<file path="src/rtl/serial_adder24_pkg.sv">
// Shared constants and state encoding for the nibble-serial 24-bit add/subtract unit.
package serial_adder24_pkg;

    localparam int WORD_W  = 24;
    localparam int NIB_W   = 4;
    localparam int NIB_CNT = 6;
    localparam int IDX_W   = 3;

    typedef enum logic [1:0] {
        IDLE = 2'd0,
        RUN  = 2'd1,
        FIN  = 2'd2
    } state_t;

endpackage

</file>
<file path="src/rtl/serial_adder24_if.sv">
// Start/done request bus between the CPU datapath (master) and the serial adder (slave).
// Handshake: the slave accepts START (with SUB/A/B) on any rising edge where it is idle;
// BUSY marks an operation in progress, DONE is a one-cycle pulse with RESULT and flags valid,
// and RESULT/flags hold until the next accepted START. dbg_state mirrors the FSM state.
interface serial_adder24_if;
    import serial_adder24_pkg::*;

    logic              START;
    logic              SUB;
    logic [WORD_W-1:0] A;
    logic [WORD_W-1:0] B;
    logic              BUSY;
    logic              DONE;
    logic [WORD_W-1:0] RESULT;
    logic              CARRY;
    logic              OVF;
    logic              ZERO;
    state_t            dbg_state;

    modport master (
        output START, SUB, A, B,
        input  BUSY, DONE, RESULT, CARRY, OVF, ZERO, dbg_state
    );

    modport slave (
        input  START, SUB, A, B,
        output BUSY, DONE, RESULT, CARRY, OVF, ZERO, dbg_state
    );

endinterface

</file>
<file path="src/rtl/serial_adder24_rca.sv">
// The team's 4-bit ripple-carry adder: one nibble slice of the serial datapath.
module Ripple_Carry_Adder
    import serial_adder24_pkg::*;
(
    input  logic [NIB_W-1:0] i_a,
    input  logic [NIB_W-1:0] i_b,
    input  logic             i_cin,
    output logic [NIB_W-1:0] o_sum,
    output logic             o_cout
);

    logic [NIB_W:0] w_c;

    assign w_c[0] = i_cin;

    // Full-adder chain, bit 0 to bit 3.
    for (genvar g = 0; g < NIB_W; g++) begin : g_fa
        assign o_sum[g]   = i_a[g] ^ i_b[g] ^ w_c[g];
        assign w_c[g + 1] = (i_a[g] & i_b[g]) | (w_c[g] & (i_a[g] ^ i_b[g]));
    end

    assign o_cout = w_c[NIB_W];

endmodule

</file>
<file path="src/rtl/serial_adder24.sv">
// 24-bit add/subtract done one nibble per cycle through a single 4-bit ripple adder.
// Subtraction is A + ~B + 1: B is inverted at acceptance and the carry register seeded with 1.
module serial_adder24
    import serial_adder24_pkg::*;
(
    input  logic            CLK,
    input  logic            RST_N,
    serial_adder24_if.slave bus
);

    state_t            r_state;
    state_t            w_next;
    logic [IDX_W-1:0]  r_idx;
    logic [WORD_W-1:0] r_a_q;
    logic [WORD_W-1:0] r_b_q;
    logic [WORD_W-1:0] r_result;
    logic              r_c_q;
    logic              r_carry;
    logic              r_ovf;
    logic              r_zero;

    logic [NIB_W-1:0]  w_a_nib;
    logic [NIB_W-1:0]  w_b_nib;
    logic [NIB_W-1:0]  w_sum;
    logic              w_cout;
    logic              w_last;
    logic [WORD_W-1:0] w_result_next;

    assign w_last  = (r_idx == IDX_W'(NIB_CNT - 1));
    assign w_a_nib = r_a_q[int'(r_idx) * NIB_W +: NIB_W];
    assign w_b_nib = r_b_q[int'(r_idx) * NIB_W +: NIB_W];

    Ripple_Carry_Adder u_rca (
        .i_a    (w_a_nib),
        .i_b    (w_b_nib),
        .i_cin  (r_c_q),
        .o_sum  (w_sum),
        .o_cout (w_cout)
    );

    // Result with the current nibble merged in; feeds both the result register and the zero flag.
    always_comb begin
        w_result_next = r_result;
        w_result_next[int'(r_idx) * NIB_W +: NIB_W] = w_sum;
    end

    // Next-state logic: accept in IDLE, six RUN cycles, one FIN cycle.
    always_comb begin
        w_next = r_state;
        case (r_state)
            IDLE:    if (bus.START) w_next = RUN;
            RUN:     if (w_last) w_next = FIN;
            FIN:     w_next = IDLE;
            default: w_next = IDLE;
        endcase
    end

    // State register.
    always_ff @(posedge CLK or negedge RST_N) begin
        if (!RST_N) r_state <= IDLE;
        else        r_state <= w_next;
    end

    // Operand latch, nibble counter, carry chain, result assembly and flags.
    always_ff @(posedge CLK or negedge RST_N) begin
        if (!RST_N) begin
            r_idx    <= '0;
            r_a_q    <= '0;
            r_b_q    <= '0;
            r_c_q    <= 1'b0;
            r_result <= '0;
            r_carry  <= 1'b0;
            r_ovf    <= 1'b0;
            r_zero   <= 1'b0;
        end else begin
            case (r_state)
                IDLE: begin
                    if (bus.START) begin
                        r_a_q    <= bus.A;
                        r_b_q    <= bus.SUB ? ~bus.B : bus.B;
                        r_c_q    <= bus.SUB;
                        r_idx    <= '0;
                        r_result <= '0;
                        r_carry  <= 1'b0;
                        r_ovf    <= 1'b0;
                        r_zero   <= 1'b0;
                    end
                end
                RUN: begin
                    r_result <= w_result_next;
                    r_c_q    <= w_cout;
                    r_idx    <= r_idx + IDX_W'(1);
                    if (w_last) begin
                        // Overflow is judged on the already-inverted B operand.
                        r_carry <= w_cout;
                        r_ovf   <= (r_a_q[WORD_W-1] == r_b_q[WORD_W-1]) &&
                                   (w_result_next[WORD_W-1] != r_a_q[WORD_W-1]);
                        r_zero  <= ~|w_result_next;
                    end
                end
                default: r_idx <= '0;
            endcase
        end
    end

    assign bus.BUSY      = (r_state == RUN);
    assign bus.DONE      = (r_state == FIN);
    assign bus.RESULT    = r_result;
    assign bus.CARRY     = r_carry;
    assign bus.OVF       = r_ovf;
    assign bus.ZERO      = r_zero;
    assign bus.dbg_state = r_state;

endmodule
</file>
<file path="src/flat_wrapper.sv">
// flat-port wrapper written by rule: the top's interface ports become plain ports
module serial_adder24_flat import serial_adder24_pkg::*;
  (CLK, RST_N, bus_START, bus_SUB, bus_A, bus_B, bus_BUSY, bus_DONE, bus_RESULT, bus_CARRY, bus_OVF, bus_ZERO, bus_dbg_state);
  serial_adder24_if bus_i ();
  input  logic CLK;
  input  logic RST_N;
  input wire logic [$bits(bus_i.START)-1:0] bus_START;
  input wire logic [$bits(bus_i.SUB)-1:0] bus_SUB;
  input wire logic [$bits(bus_i.A)-1:0] bus_A;
  input wire logic [$bits(bus_i.B)-1:0] bus_B;
  output wire logic [$bits(bus_i.BUSY)-1:0] bus_BUSY;
  output wire logic [$bits(bus_i.DONE)-1:0] bus_DONE;
  output wire logic [$bits(bus_i.RESULT)-1:0] bus_RESULT;
  output wire logic [$bits(bus_i.CARRY)-1:0] bus_CARRY;
  output wire logic [$bits(bus_i.OVF)-1:0] bus_OVF;
  output wire logic [$bits(bus_i.ZERO)-1:0] bus_ZERO;
  output wire logic [$bits(bus_i.dbg_state)-1:0] bus_dbg_state;
  assign bus_i.START = bus_START;
  assign bus_i.SUB = bus_SUB;
  assign bus_i.A = bus_A;
  assign bus_i.B = bus_B;
  assign bus_BUSY = bus_i.BUSY;
  assign bus_DONE = bus_i.DONE;
  assign bus_RESULT = bus_i.RESULT;
  assign bus_CARRY = bus_i.CARRY;
  assign bus_OVF = bus_i.OVF;
  assign bus_ZERO = bus_i.ZERO;
  assign bus_dbg_state = bus_i.dbg_state;
  serial_adder24 u_core (.CLK(CLK), .RST_N(RST_N), .bus(bus_i));
endmodule
</file>
<file path="config.mk">
export PLATFORM = sky130hd
export DESIGN_NAME = serial_adder24_flat
export DESIGN_NICKNAME = d
export VERILOG_FILES = /design/src/rtl/serial_adder24_pkg.sv /design/src/rtl/serial_adder24_if.sv /design/src/rtl/serial_adder24_rca.sv /design/src/rtl/serial_adder24.sv /design/src/flat_wrapper.sv
export SDC_FILE = /design/constraint.sdc
export NUM_CORES = 1
export LEC_CHECK = 0
export ABC_AREA = 1
export CORE_UTILIZATION = 23
export CTS_CLUSTER_SIZE = 12
export DETAILED_ROUTE_END_ITERATION = 12
export PLACE_DENSITY = 0.39
export SYNTH_ARGS = -nofsm -noshare
export SYNTH_HDL_FRONTEND = slang
export SYNTH_SLANG_ARGS = --single-unit
</file>
<file path="constraint.sdc">
create_clock -name CLK -period 8.9 [get_ports CLK]
set_input_delay 1.78 -clock CLK [delete_from_list [all_inputs] [get_ports CLK]]
set_output_delay 1.78 -clock CLK [all_outputs]
set_load 0.005 [all_outputs]
</file>
; Word-level counts from Yosys, hierarchy flattened
; Cells that the tools add are included.
[classes]
shifts = 4
muxes = 18
reduce_logical = 9
n_eq_ne = 7
n_bitwise = 21
n_addsub = 2
[op_table]
columns = operator, count
row1 = two-way mux 24 bit, 2
row2 = one-hot mux 24 bit (2 select lines), 1
row3 = variable part select 24 x 6 -> 4 bit, 2
row4 = negator 5 -> 33 bit, 1
row5 = "variable shift 4 x 33 -> 24 bit, first input constant", 1
row6 = variable part select 4 x 33 -> 24 bit, 1
row7 = bitwise mux 24 bit, 1
row8 = NOT 24 bit, 1
row9 = OR reduction 24 bit, 1
row10 = bitwise AND 1 bit, 8
row11 = one-hot mux 1 bit (2 select lines), 4
row12 = bitwise XOR 1 bit, 8
row13 = one-hot mux 3 bit (2 select lines), 1
row14 = AND reduction 2 bit, 3
row15 = two-way mux 1 bit, 5
row16 = two-way mux 2 bit, 2
row17 = OR 1 bit, 4
row18 = one-hot mux 2 bit (2 select lines), 1
row19 = "adder 3 x 1 -> 3 bit, second input constant", 1
row20 = "equality test 3 bit, second input constant", 1
row21 = two-way mux 3 bit, 1
row22 = AND reduction 3 bit, 1
row23 = "equality test 2 x 1 -> 1 bit, second input constant", 1
row24 = "equality test 2 bit, second input constant", 1
row25 = other kinds (8), 8
[totals]
reg_bits = 81
word_cells = 70
input_bits = 52
out_inout_bits = 31

; Depth between registers and ports, before layout
; Gate-level depths: netlist (run 1).
[logic_depth]
ltp_word = 15
depth_mapped = 23
depth_no_buf = 21

; By module
; From an unflattened synthesis (run 1), not the netlist that was laid out.
[hier_totals]
hier_cells = 589
area_unflattened_um2 = 4451.8
[modules_own_cells]
columns = module, cells_per_inst, seq_area_each_um2, instances, area_per_inst_um2
row1 = serial_adder24, 575, 2026.9, 1, 4334.2
row2 = Ripple_Carry_Adder, 14, 0.0, 1, 117.6

; Worst setup path after synthesis (run 1)
; OpenSTA, ideal clock, no wires.
[synth_timing]
path_kind = register to register
start = register u_core.r_idx[0]
end = register u_core.r_zero, in the netlist u_core.bus.ZERO
path_slack_ns = 5.377
setup_time_ns = 0.116
required_ns = 8.784
path_stages_with_launch = 23
arrival_ns = 3.407
n_path_buf = 2
period_less_slack_ns = 3.523
cell_sequence = dfrtp_1 > inv_2 > buf_2 > clkbuf_1 > o21ai_0 > o22ai_1 > a2bb2oi_1 > fa_1 > inv_1 > fa_1 > inv_1 > fa_1 > fa_1 > nor2_1 > nand3_1 > nand2_1 > nand2_1 > nand2_1 > nor2_1 > nand2_1 > nor2_1 > nand2_1 > nand2_1
[synth_between]
elab_chain_cells = 15
elab_cells_between_ends = 30
classes_between = add/sub (1) / eq/ne (2) / shift (4) / mux (3) / bitwise (17) / reduce/logical (3)
[synth_rtl]
columns = item, line
row1 = "start, declared", serial_adder24.sv:13  ; logic [IDX_W-1:0] r_idx;
row2 = "start signal, assigned", serial_adder24.sv:92  ; r_idx <= r_idx + IDX_W'(1);
row3 = variable part select 24 x 6 -> 4 bit (on tied branches), "serial_adder24.sv:30, serial_adder24.sv:31"
row4 = bitwise XOR 1 bit, "serial_adder24_rca.sv:18, serial_adder24_rca.sv:19"
row5 = bitwise AND 1 bit, serial_adder24_rca.sv:19  ; assign w_c[g + 1] = (i_a[g] & i_b[g]) | (w_c[g] & (i_a[g] ^ i_b[g]));
row6 = OR 1 bit, serial_adder24_rca.sv:19
row7 = bitwise AND 1 bit, serial_adder24_rca.sv:19
row8 = OR 1 bit, serial_adder24_rca.sv:19
row9 = bitwise AND 1 bit, serial_adder24_rca.sv:19
row10 = OR 1 bit, serial_adder24_rca.sv:19
row11 = bitwise XOR 1 bit, serial_adder24_rca.sv:18  ; assign o_sum[g] = i_a[g] ^ i_b[g] ^ w_c[g];
row12 = variable part select 4 x 33 -> 24 bit, serial_adder24.sv:44  ; w_result_next[int'(r_idx) * NIB_W +: NIB_W] = w_sum;
row13 = bitwise mux 24 bit, serial_adder24.sv:44
row14 = OR reduction 24 bit, serial_adder24.sv:98  ; r_zero <= ~|w_result_next;
row15 = logical NOT 1 bit, serial_adder24.sv:98
row16 = two-way mux 1 bit, serial_adder24.sv:93  ; if (w_last) begin
row17 = one-hot mux 1 bit (2 select lines), serial_adder24.sv:76  ; case (r_state)
row18 = "end signal, assigned", serial_adder24.sv:98
row19 = "end, declared", serial_adder24.sv:20  ; logic r_zero;
; Several ways; a longest one is shown, not always the timed one. The select of a mux whose other input is x is not followed.
; A chain may end at the register's enable or synchronous reset.

; Worst setup path in the final report (run 1)
; Ends and elaborated chain as after synthesis.

==> results of run 1 <==
[metrics by stage]
stage          cells  hold slack (ns)  total power, mW  setup WS, ns
2_1_floorplan    571            0.444             1.41          5.38
3_3_place_gp     864            0.461             1.81          4.40
3_5_place_dp     864            0.464             1.81          4.33
4_1_cts          880            0.481             2.18          4.58
5_1_grt          880            0.487             2.36          4.19
6_report         880            0.479             2.15          4.59
[registers in the layout, indices dropped and copies added (netlist names)]
signal                cells
u_core.r_idx              3
u_core.r_a_q             24
u_core.bus.CARRY          1
u_core.r_b_q             24
u_core.bus.dbg_state      2
u_core.bus.OVF            1
u_core.bus.RESULT        24
u_core.r_c_q              1
u_core.bus.ZERO           1
[worst reg2reg max path, stage by stage, from the launching register on]
cell	delay, ns
dfrtp_1	0.37
buf_4	0.24
inv_2	0.54
o21ai_0	0.31
a21oi_1	0.20
a21oi_1	0.08
fa_1	0.39
inv_1	0.07
fa_1	0.16
inv_1	0.05
fa_1	0.37
fa_1	0.47
nor2_1	0.25
nand3_1	0.15
nand2_1	0.10
nand2_1	0.12
nand2_1	0.10
nor2_1	0.04
nand2_1	0.07
nor2_1	0.04
nand2_1	0.05
nand2_1	0.04
[cells by family (layout without fill, tap and decap cells)]
kind of cell,Yosys count,in the layout,synth area share
adders and majority gates,10,10,0.0352
AOI/OAI and AO/OA,102,102,0.127
xor gates and xnor gates,25,25,0.0496
DFF,81,81,0.459
buffers and inverters,69,144,0.0658
and+or+nand+nor,284,284,0.263
[cell type report]
class,instances,area (µm²),share of cell area
inverters,42,158,0.0276
clock inverters,7,53.8,0.00943
repair buffers,86,848,0.149
well taps,234,293,0.0513
flip-flops and latches,81,2030,0.355
clock buffers,9,225,0.0395
multi-input cells,421,2100,0.368
[metal layers]
layer,track usage,share of wire,vias to the layer above
li1,-,-,1971
met1,0.185,0.49,1767
met2,0.222,0.46,88
met3,0.0328,0.038,11
met4,0.0446,0.012,0
met5,0,0,-
[cells in the final DEF (no fill, tap or decap), drive strengths merged]
master	n
a21oi	14
a2bb2oi	2
a31o	1
a31oi	1
buf	5
clkbuf	9
clkdlybuf4s50	81
clkinv	6
clkinvlp	2
dfrtp	81
fa	4
ha	6
inv	41
nand2	201
nand3	27
nand3b	1
nor2	54
nor3	1
o211ai	1
o21ai	59
o22ai	23
o31ai	1
xnor2	25
[power by group]
group / switching, mW / internal (mW) / total, mW
sequential: 0.112 / 0.527 / 0.639
combinational: 0.726 / 0.430 / 1.16
clock: 0.162 / 0.191 / 0.353
total: 1.00 / 1.15 / 2.15
[worst paths after layout]
| path | start | depth (start not counted) | slack (ns) | endpoint |
|---|---|---|---|---|
| setup / recovery | u_core.r_idx[0]$_DFFE_PN0P_ | 21 | 4.59 | u_core.bus.ZERO$_DFFE_PN0P_ |
| hold / removal | u_core.r_a_q[9]$_DFFE_PN0P_ | 2 | 0.48 | u_core.r_a_q[9]$_DFFE_PN0P_ |
| setup reg to reg | u_core.r_idx[0]$_DFFE_PN0P_ | 21 | 4.59 | u_core.bus.ZERO$_DFFE_PN0P_ |
| hold reg to reg | u_core.r_a_q[9]$_DFFE_PN0P_ | 2 | 0.48 | u_core.r_a_q[9]$_DFFE_PN0P_ |
| max in group asynchronous | RST_N | 1 | 6.61 | u_core.bus.RESULT[21]$_DFFE_PN0P_ |
| min in group asynchronous | RST_N | 1 | 1.61 | u_core.r_a_q[22]$_DFFE_PN0P_ |
==> flow_metrics.tcl, run 1 <==
set metrics [dict create \
    clk_latency_ns 0.36 \
    grt_pass1_wl_um 21200 \
    dr.pass1.iters 5 \
    final.fill_count 2055 \
    hold_viol_final 0 \
    place.gp.congestion 0.850 \
    crit_type "reg -> reg" \
    cp_slowest_cell "inv_2" \
    cts_hold_buf 0 \
    drv_slew 0 \
    fin_nets 703 \
    cp.required_ns 9.15 \
    diodes 0 \
    grt_max_degree 82 \
    final_core_util 0.304 \
    hpwlAfterDp_um 8990 \
    synth_edf_count 0 \
    cts.sinks 81 \
    drive_gt1_frac 0.0511 \
    powerDensity_mw_per_mm2 377 \
    pin_count 83 \
    synth_most_common_cell "nand2_1" \
    cellLeakagePower_nw 2.65 \
    setup_viol 0 \
    syn_to_final_growth_pct 29.2 \
    worstPathMaxFanout 36 \
    wirelength_um 12600 \
    yosysWarnings 0 \
    max_slew_margin 0.294 \
    slowest_delay_ns 0.52 \
    drtIter0Drc 204 \
    yosysSeqAreaShare 0.459 \
    dieWidth_um 141 \
    crit_top_cell "nand2_1" \
    num_rows 50 \
    cts_resized 0 \
    hp-class "reg -> reg" \
    ys_ff_latch 81 \
    synth_commonest_cells "nand2_1, dfrtp_1, o21ai_0" \
    clkTransAtPathRegs_ns 0.06 \
    synth_area_leaders "dfrtp_1, nand2_1, o21ai_0, xnor2_1, nor2_1" \
    status "completed" \
    synth_area_mm2 0.00441 \
    drc 0 \
    skew_ns 0.0166 \
    avgRoutedWirePerCell_um 14.3 \
    portBuffers 82 \
    grt-ovfl-total 0 \
    vias 3837 \
    clk_path_buf_depth 2 \
    design_area_mm2 0.00570 \
    synth_flop_cell "dfrtp_1" \
    yosysTopAreaCell "dfrtp_1" \
    h-tree-depth 3 \
    crit_buf_inv 4 \
    postPlaceCellArea_mm2 0.00542 \
    path_cells "buf_4, inv_2, o21ai_0, a21oi_1, a21oi_1, fa_1, inv_1, fa_1, inv_1, fa_1, fa_1, nor2_1, nand3_1, nand2_1, nand2_1, nand2_1, nor2_1, nand2_1, nor2_1, nand2_1, nand2_1" \
    post_synth.cell_area_avg_um2 7.73 \
    grt_pass1_vias 3962 \
    synth_top_area_share 0.459 \
    start_kind "flop" \
    synthCells 571 \
    fin_crit_sh 0.484 \
    detail_route.vias_per_cell 4.36 \
    fmax_mhz 232 \
    tritoncts "yes" \
    die_height_um 141 \
    track_usage 0.139 \
    cts_inserted_buffers 9 \
    fin_crit_ns 4.31 \
    tightest_slew_ns 1.06 \
    antenna_found_initial 0 \
    antenna_left 0 \
    start_util 0.235 \
    finalSetupTns_ns 0 \
    crit_path_end_kind "flop" \
    synth_nets 633 \
    synthArstFlopShare 1.00 \
    ir_worst_vdd_mv 0.124 \
    cts-root-buf "clkbuf_16" \
    coreArea_mm2 0.0188 \
    synth_cell_types 29 \
    worst_ep_arrival_time_ns 4.56 \
    drv_cap 0 \
    postCtsSetupBuffers 0 \
    cp_top_family "adder cells" \
    grt_setup_unrepaired "false" \
    dieArea_mm2 0.0197 \
]
Note: power is estimated with default switching activity, not from simulation.
==> run 2: changes to the inputs <==
--- a/config.mk
+++ b/config.mk
@@ -9,7 +9,7 @@
 export CORE_UTILIZATION = 23
 export CTS_CLUSTER_SIZE = 12
 export DETAILED_ROUTE_END_ITERATION = 12
-export PLACE_DENSITY = 0.39
+export PLACE_DENSITY = 0.4
 export SYNTH_ARGS = -nofsm -noshare
 export SYNTH_HDL_FRONTEND = slang
 export SYNTH_SLANG_ARGS = --single-unit
==> constraint.sdc (replaced) <==
create_clock -name CLK -period 3.6 [get_ports CLK]
set_input_delay 0.72 -clock CLK [delete_from_list [all_inputs] [get_ports CLK]]
set_output_delay 0.72 -clock CLK [all_outputs]
set_load 0.005 [all_outputs]
==> flow_metrics.tcl, run 2 (synthesized netlist as in run 1, its figures left out) <==
set metrics [dict create \
    antenna_found_initial 0 \
    hold_viol_final 0 \
    cts-root-buf "clkbuf_16" \
    worstPathMaxFanout 7 \
    die_height_um 141 \
    powerDensity_mw_per_mm2 955 \
    ir_worst_vdd_mv 0.309 \
    grt_max_degree 82 \
    clk_latency_ns 0.35 \
    h-tree-depth 3 \
    grt-ovfl-total 0 \
    layout_common_cells "nand2_1, clkdlybuf4s50_1, dfrtp_1, o21ai_0, nor2_1" \
    setup_ws_ns 0.193 \
    avgRoutedWirePerCell_um 13.7 \
    wl_met2_um 5460 \
    diodes 0 \
    coreArea_mm2 0.0188 \
    portBuffers 82 \
    cts_inserted_buffers 9 \
    start_kind "flop" \
    clk_path_buf_depth 2 \
    skew_ns 0.00629 \
    dieArea_mm2 0.0197 \
    layout_commonest_cell "nand2_1" \
    hp-class "reg -> reg" \
    dr.pass1.iters 4 \
    fin_crit_ns 3.41 \
    cts_hold_buf 0 \
    drc 0 \
    track_usage 0.135 \
    crit_type "reg -> reg" \
    top_layer "met4" \
    max_slew_margin 0.306 \
    wirelength_um 12300 \
    crit_path_end_kind "flop" \
    slowest_delay_ns 0.58 \
    pin_count 83 \
    antenna_left 0 \
    worst_ep_arrival_time_ns 3.70 \
    status "completed" \
    syn_to_final_growth_pct 33.5 \
    crit_top_cell "nand2_1" \
    whs_ns 0.480 \
    dieWidth_um 141 \
    grt_pass1_wl_um 20600 \
    detail_route.vias_per_cell 4.32 \
    tightest_slew_ns 1.04 \
    fmax_mhz 293 \
    final.fill_count 2031 \
    drv_slew 0 \
    drtIter0Drc 187 \
    num_rows 50 \
    hpwlAfterDp_um 9290 \
    cts.sinks 81 \
    dp_worst_setup_slack_ns 0.0981 \
    clkTransAtPathRegs_ns 0.07 \
    fin_nets 718 \
    vias 3862 \
    cp_slowest_cell "fa_2" \
    final_core_util 0.314 \
    place.gp.congestion 0.845 \
    start_util 0.235 \
    grt_setup_unrepaired "false" \
    met3_length_um 366 \
    finalPower_mw 5.62 \
    cp.required_ns 3.89 \
    grt_pass1_vias 3876 \
    cellLeakagePower_nw 2.74 \
    setup_viol 0 \
    finalSetupTns_ns 0 \
    drv_cap 0 \
    m1WireLength_um 6230 \
    path_cells "buf_4, nor2_1, o21ai_0, a2bb2oi_1, fa_1, inv_1, fa_1, inv_1, fa_2, fa_2, inv_1, nand3_1, nand3_1, nand2_1, nand2_1, nor2_2, nand2_1, nor2_1, nand2_1, nand2_1" \
    tritoncts "yes" \
    fin_crit_sh 0.946 \
    drive_gt1_frac 0.0862 \
]
-- run 2: final cells by class --
type | instances | area, µm² | share of cell area
tap | 234 | 293 | 0.0497
timing repair buffer | 101 | 961 | 0.163
sequential | 81 | 2030 | 0.345
clock buffer | 9 | 225 | 0.0382
multi-input combinational | 421 | 2120 | 0.360
inverter | 42 | 160 | 0.0272
clock inverter | 7 | 101 | 0.0172
-- run 2: per-stage QoR --
step | std cells | cell area, µm²
floorplan | 571 | 4410
CTS | 890 | 5830
detailed placement | 874 | 5500
finish | 895 | 5890
global placement | 874 | 5500
global route | 895 | 5890
-- run 2: routing by layer --
| metal | global-route usage | vias up |
|---|---|---|
| li1 | - | 2015 |
| met1 | 0.186 | 1768 |
| met2 | 0.204 | 63 |
| met3 | 0.0277 | 16 |
| met4 | 0.0578 | 0 |
| met5 | 0 | - |
-- run 2: worst paths after layout --
| kind | slack, ns | cells past startpoint | end | start |
|---|---|---|---|---|
| max | 0.19 | 20 | u_core.bus.ZERO$_DFFE_PN0P_ | u_core.r_idx[1]$_DFFE_PN0P_ |
| min | 0.48 | 2 | u_core.r_a_q[18]$_DFFE_PN0P_ | u_core.r_a_q[18]$_DFFE_PN0P_ |
| max in group asynchronous | 2.33 | 1 | u_core.r_idx[1]$_DFFE_PN0P_ | RST_N |
| min in group asynchronous | 0.54 | 1 | u_core.r_a_q[0]$_DFFE_PN0P_ | RST_N |
| min reg2reg | 0.48 | 2 | u_core.r_a_q[18]$_DFFE_PN0P_ | u_core.r_a_q[18]$_DFFE_PN0P_ |
| max reg2reg | 0.19 | 20 | u_core.bus.ZERO$_DFFE_PN0P_ | u_core.r_idx[1]$_DFFE_PN0P_ |
-- run 2: critical path, delay by kind of cell, from the launching register on --
family	cells	cell delay (ns)
buffers and inverters	4	0.33
adder cells (fa/ha/maj)	4	1.48
AND/OR/NAND/NOR	10	0.81
flip-flops	1	0.45
AO/OA/AOI/OAI	2	0.27
-- run 2: where the power goes --
part	internal, mW	leakage, nW	total, mW	switching (mW)
sequential	1.31	1.03	1.57	0.265
clock	0.613	0.153	1.01	0.396
combinational	1.21	1.56	3.04	1.83
-- run 2: timing repair --
| action | 4_1_cts | 5_1_grt |
|---|---|---|
| setup endpoints to repair | 0 | 5 |
| buffers inserted | 0 | 5 |
| gates resized for setup | 0 | 12 |
==> edit 1: new RTL, settings of run 2 <==
Reset style: synchronous (`RST_N`), changed in 2 clocked blocks.
--- a/src/rtl/serial_adder24.sv
+++ b/src/rtl/serial_adder24.sv
@@ -56,13 +56,13 @@
     end
 
     // State register.
-    always_ff @(posedge CLK or negedge RST_N) begin
+    always_ff @(posedge CLK) begin
         if (!RST_N) r_state <= IDLE;
         else        r_state <= w_next;
     end
 
     // Operand latch, nibble counter, carry chain, result assembly and flags.
-    always_ff @(posedge CLK or negedge RST_N) begin
+    always_ff @(posedge CLK) begin
         if (!RST_N) begin
             r_idx    <= '0;
             r_a_q    <= '0;
Behaviour: differs if RST_N is asserted again (counterexample within 4 cycles, from zero or initial values and one cycle with RST_N low); with RST_N held inactive, the same outputs for 10 cycles.
==> edit 1 against run 2 <==
  * Sequential cell count unchanged
  * Design area is 2.3% lower
  * Area after synthesis decreased by 1.2%
  * Setup slack gained 0.067 ns
  * Wire length up 6.5%
  * Worst hold slack got worse by 0.017 ns
  * Critical path type unchanged
  * Critical endpoint is now u_core.bus.RESULT[11]$_SDFFE_PN0P_
Power is not compared: it rests on default switching activity, and its combinational part moved more than twofold at a synthesized area within 25%.
==> edit 1: results (changes against run 2) <==
status=finished, final reports clean; share of layout cells above drive strength 1=7.94% (-0.68 points); Async SR Flop Fraction=0% (-100 points); DR iter-0 viols=164 (-12%); first-pass GRT wire length=21.3 mm (+3.4%); total track usage=14.1% (+0.63 points); initial antenna violation count=0 (unchanged); GPL Wtd Cong=0.837 (-0.93%); Clock transition at path regs=0.06 ns; top cells by area, synth=dfxtp_1, nand2_1, nor2_1, o21ai_0, a21oi_1; root buffer cell=clkbuf_16; Net Count, Synth=687 (+8.5%); largest net degree at the start of global routing=56 (-32%); met2 WL post-DR=6.11 mm (+12%); critical path arrival=3.61 ns (-0.09 ns); Vias/cell=4.42 (+2.3%); Seq/Total Area, Yosys=37.2% (-8.7 points); dpl cells=919 (+5.1%); critical path peak fanout=11 (+4); post-CTS setup buffers=0 (unchanged); Unique masters post-synth=37 (+28%); Layout Skew=0.00465 ns (-0.00164 ns); Post-Route WL=13.1 mm (+6.5%); met1 Use GR=18.0% (-0.54 points); ant diodes=0 (unchanged); Yosys Warn Count=0 (unchanged); wl on met1=6.25 mm (+0.45%); Slew HR=63.8% (+33 points); Final #Nets=763 (+6.3%); synthesized area per cell=6.98 um2 (-9.7%); met3 Use GR=2.92% (+0.16 points); top_reg_cell synth=dfxtp_1; dpl hpwl=10.2 mm (+9.9%); global routing usage on met2=23.5% (+3.1 points); Max VDD drop=0.219 mV; Commonest cells post-synth=nand2_1, nor2_1, dfxtp_1; placement-stage cell area=5430 um2 (-1.2%); vias in the first global route=4039 (+4.2%); routed len/inst=14.0 um (+2.1%); CTS Buffer Depth=2 (unchanged); routed wl met3=554 um (+51%)
edit 1: cell types whose count changed in the layout (fill, tap and decap cells not counted), sizes merged, moves of 14 or more:
cell / change
dfxtp: +81
inv: +22
o22ai: -18
xnor2: -15
xor2: +14
dfrtp: -81
a21oi: +40
nor2: +48
nand2: -87
edit 1: cell type report:
class / instances / area [um2]
clock buffer: 13 / 260
clock inverter: 2 / 37.5
fill: 2014 / 12500
inverter: 63 / 236
multi-input combinational: 447 / 2360
sequential: 81 / 1630
tap: 229 / 287
timing repair buffer: 99 / 952
edit 1: through the flow:
step / hold slack (ns) / power, mW / worst slack [ns]
2_1_floorplan: 0.429 / 1.32 / 0.131
3_3_place_gp: 0.452 / 1.51 / 0.128
3_5_place_dp: 0.454 / 1.51 / 0.0681
4_1_cts: 0.463 / 2.45 / 0.0263
5_1_grt: 0.498 / 2.55 / 0.0303
6_report: 0.463 / 2.42 / 0.259
edit 1: kinds of logic (layout without fill, tap and decap cells):
kind of cell,count (synthesis),in the layout,synth area share (%)
AND/OR/NAND/NOR,261,261,26.2
AO/OA/AOI/OAI,152,152,19.1
buffers and inverters,97,177,9.15
flip-flops,81,81,37.2
XOR/XNOR,24,24,4.82
adder cells (fa/ha/maj),10,10,3.56
edit 1: repair_timing:
item                                    4_1_cts  5_1_grt
endpoints found under the hold margin         0        0
gates resized for setup                       0       10
endpoints found under the setup margin        0        5
edit 1: report_power, final:
part	internal (mW)	total, mW	leakage [nW]	switching (mW)
registers	0.953	0.987	0.666	0.0337
logic	0.207	0.506	1.51	0.300
clock network	0.571	0.929	0.142	0.357
total	1.73	2.42	2.32	0.691
edit 1: critical path, cell delays in order (launching register included):
cell and delay, ns:
dfxtp_4 0.37, inv_2 0.09, a21oi_1 0.15, o21ai_0 0.10, a21oi_1 0.16, a31oi_1 0.07
fa_1 0.36, inv_1 0.08, fa_1 0.15, inv_1 0.06, fa_2 0.35, fa_2 0.53
nor2_4 0.15, inv_1 0.05, nor2_1 0.11, o21ai_1 0.08, or2_2 0.27, a21oi_1 0.13
edit 1: final timing paths:
| kind | startpoint | to | slack, ns | depth (start not counted) |
|---|---|---|---|---|
| max reg2reg | u_core.r_idx[0]$_SDFFE_PN0P_ | u_core.bus.RESULT[11]$_SDFFE_PN0P_ | 0.26 | 17 |
| max | u_core.r_idx[0]$_SDFFE_PN0P_ | u_core.bus.RESULT[11]$_SDFFE_PN0P_ | 0.26 | 17 |
| min | u_core.r_b_q[7]$_SDFFE_PN0P_ | u_core.r_b_q[7]$_SDFFE_PN0P_ | 0.46 | 2 |
| min reg2reg | u_core.r_b_q[7]$_SDFFE_PN0P_ | u_core.r_b_q[7]$_SDFFE_PN0P_ | 0.46 | 2 |
==> edit 2: new RTL, settings of run 2 <==
Without the edit above. The package constant `WORD_W` goes from 24 to 32.
--- a/src/rtl/serial_adder24_pkg.sv
+++ b/src/rtl/serial_adder24_pkg.sv
@@ -1,7 +1,7 @@
 // Shared constants and state encoding for the nibble-serial 24-bit add/subtract unit.
 package serial_adder24_pkg;
 
-    localparam int WORD_W  = 24;
+    localparam int WORD_W  = 32;
     localparam int NIB_W   = 4;
     localparam int NIB_CNT = 6;
     localparam int IDX_W   = 3;
Ports: changed (resized bus_A, bus_B and bus_RESULT); port bits go from 83 to 107. No check against the original RTL was run, so the function may have changed too.
==> edit 2 against run 2 <==
  * Wire length rose by 36%
  * Synthesized cell count rose by 24%
  * Sequential cell count grew 24
  * Design area rose by 27%
  * Cell count rose by 27%
  * Area after synthesis rose by 27%
  * Total power rose by 25%
  * Clock skew grew 0.0050 ns
  * Critical path depth unchanged
  * First-iteration DRC count increased by 65%
  * Maximum frequency fell by 0.69%
  * Non-clock buffer count is 37 higher
  * Setup slack lost 0.024 ns
  * Utilization up 0.20 points
  * Critical path type unchanged
  * Largest cell class unchanged
==> edit 2: results (changes against run 2) <==
status=finished, final reports clean; largest net degree at the start of global routing=62 (-24%); Seq/Total Area, Yosys=46.9% (+0.99 points); Buffers on Ports=106 (+29%); NonClk Buf Share=17.7% (+1.4 points); Area Growth Syn to Fin=33.6% (about the same); Signal inverters=41 (-2.4%); ClkCell Share=4.17% (-1.4 points); Detailed Routing Iterations Pass 1=5 (+1); met1 Use GR=19.1% (+0.54 points); Tcrit/Tclk final=95.3% (+0.66 points); Non-Clock Buffer Count=138 (+37%); Clk pwr share=14.8% (-3.1 points); mapped cell area=5600 um2 (+27%); Commonest cells post-synth=nand2_1, dfrtp_1, o21ai_0; routed wl met3=551 um (+51%); Post-Synth XOR/XNOR Area=5.16% (+0.20 points); CTS resizes=2 (+2); R2R setup slack=0.17 ns (-0.02 ns); Multi-Input Combinational=522 (+24%); Layout Skew=0.0112 ns (+0.00496 ns); reg2reg start=u_core.r_idx[0]$_DFFE_PN0P_; share of layout cells above drive strength 1=9.12% (+0.50 points); top cells by area, synth=dfrtp_1, nand2_1, o21ai_0, xnor2_1, nor2_1; post-synthesis adder-cell area fraction=2.77% (-0.75 points); hold path start=u_core.r_a_q[5]$_DFFE_PN0P_; Fillers=2633 (+30%); fraction of area in multi-input gates=35.4% (-0.56 points); post-route insts no fill=1141 (+27%); dpl hpwl=12.4 mm (+34%); total track usage=14.2% (+0.69 points); Vias/cell=4.33 (+0.46%); Unique masters post-synth=32 (+10%); multiplexer share of the synthesized area=0.536% (+0.54 points); final hold slack=0.482 ns (+0.00190 ns); sequential cells=105 (+30%); DR iter-0 viols=309 (+65%); combinational cell fraction of total power=56.1% (+2.0 points); vias in the first global route=4865 (+26%)
==> edit 2: cell count changes after synthesis, moves of 5 or more <==
| cell | run 2 | this run |
|---|---|---|
| nand2_1 | 196 | 232 |
| dfrtp_1 | 81 | 105 |
| o21ai_0 | 58 | 76 |
| nand3_1 | 27 | 40 |
| nor2_1 | 52 | 63 |
| o221ai_1 | 0 | 9 |
| xnor2_1 | 25 | 33 |
| a21oi_1 | 13 | 6 |
| buf_2 | 6 | 13 |
| o21ai_1 | 1 | 6 |
==> edit 2: worst reg2reg max path: stages (launching register included) <==
cell	delay (ns)
dfrtp_2	0.49
buf_12	0.16
mux2i_1	0.12
o221ai_1	0.17
nand2_1	0.11
fa_2	0.33
inv_1	0.07
fa_1	0.16
inv_1	0.05
fa_2	0.34
fa_2	0.59
nor2_2	0.06
nand3_1	0.10
nand3_1	0.09
nand2_1	0.10
nand2_1	0.05
nor2_1	0.08
nand2_1	0.07
nor2_1	0.11
nand3_1	0.09
nand2_1	0.06
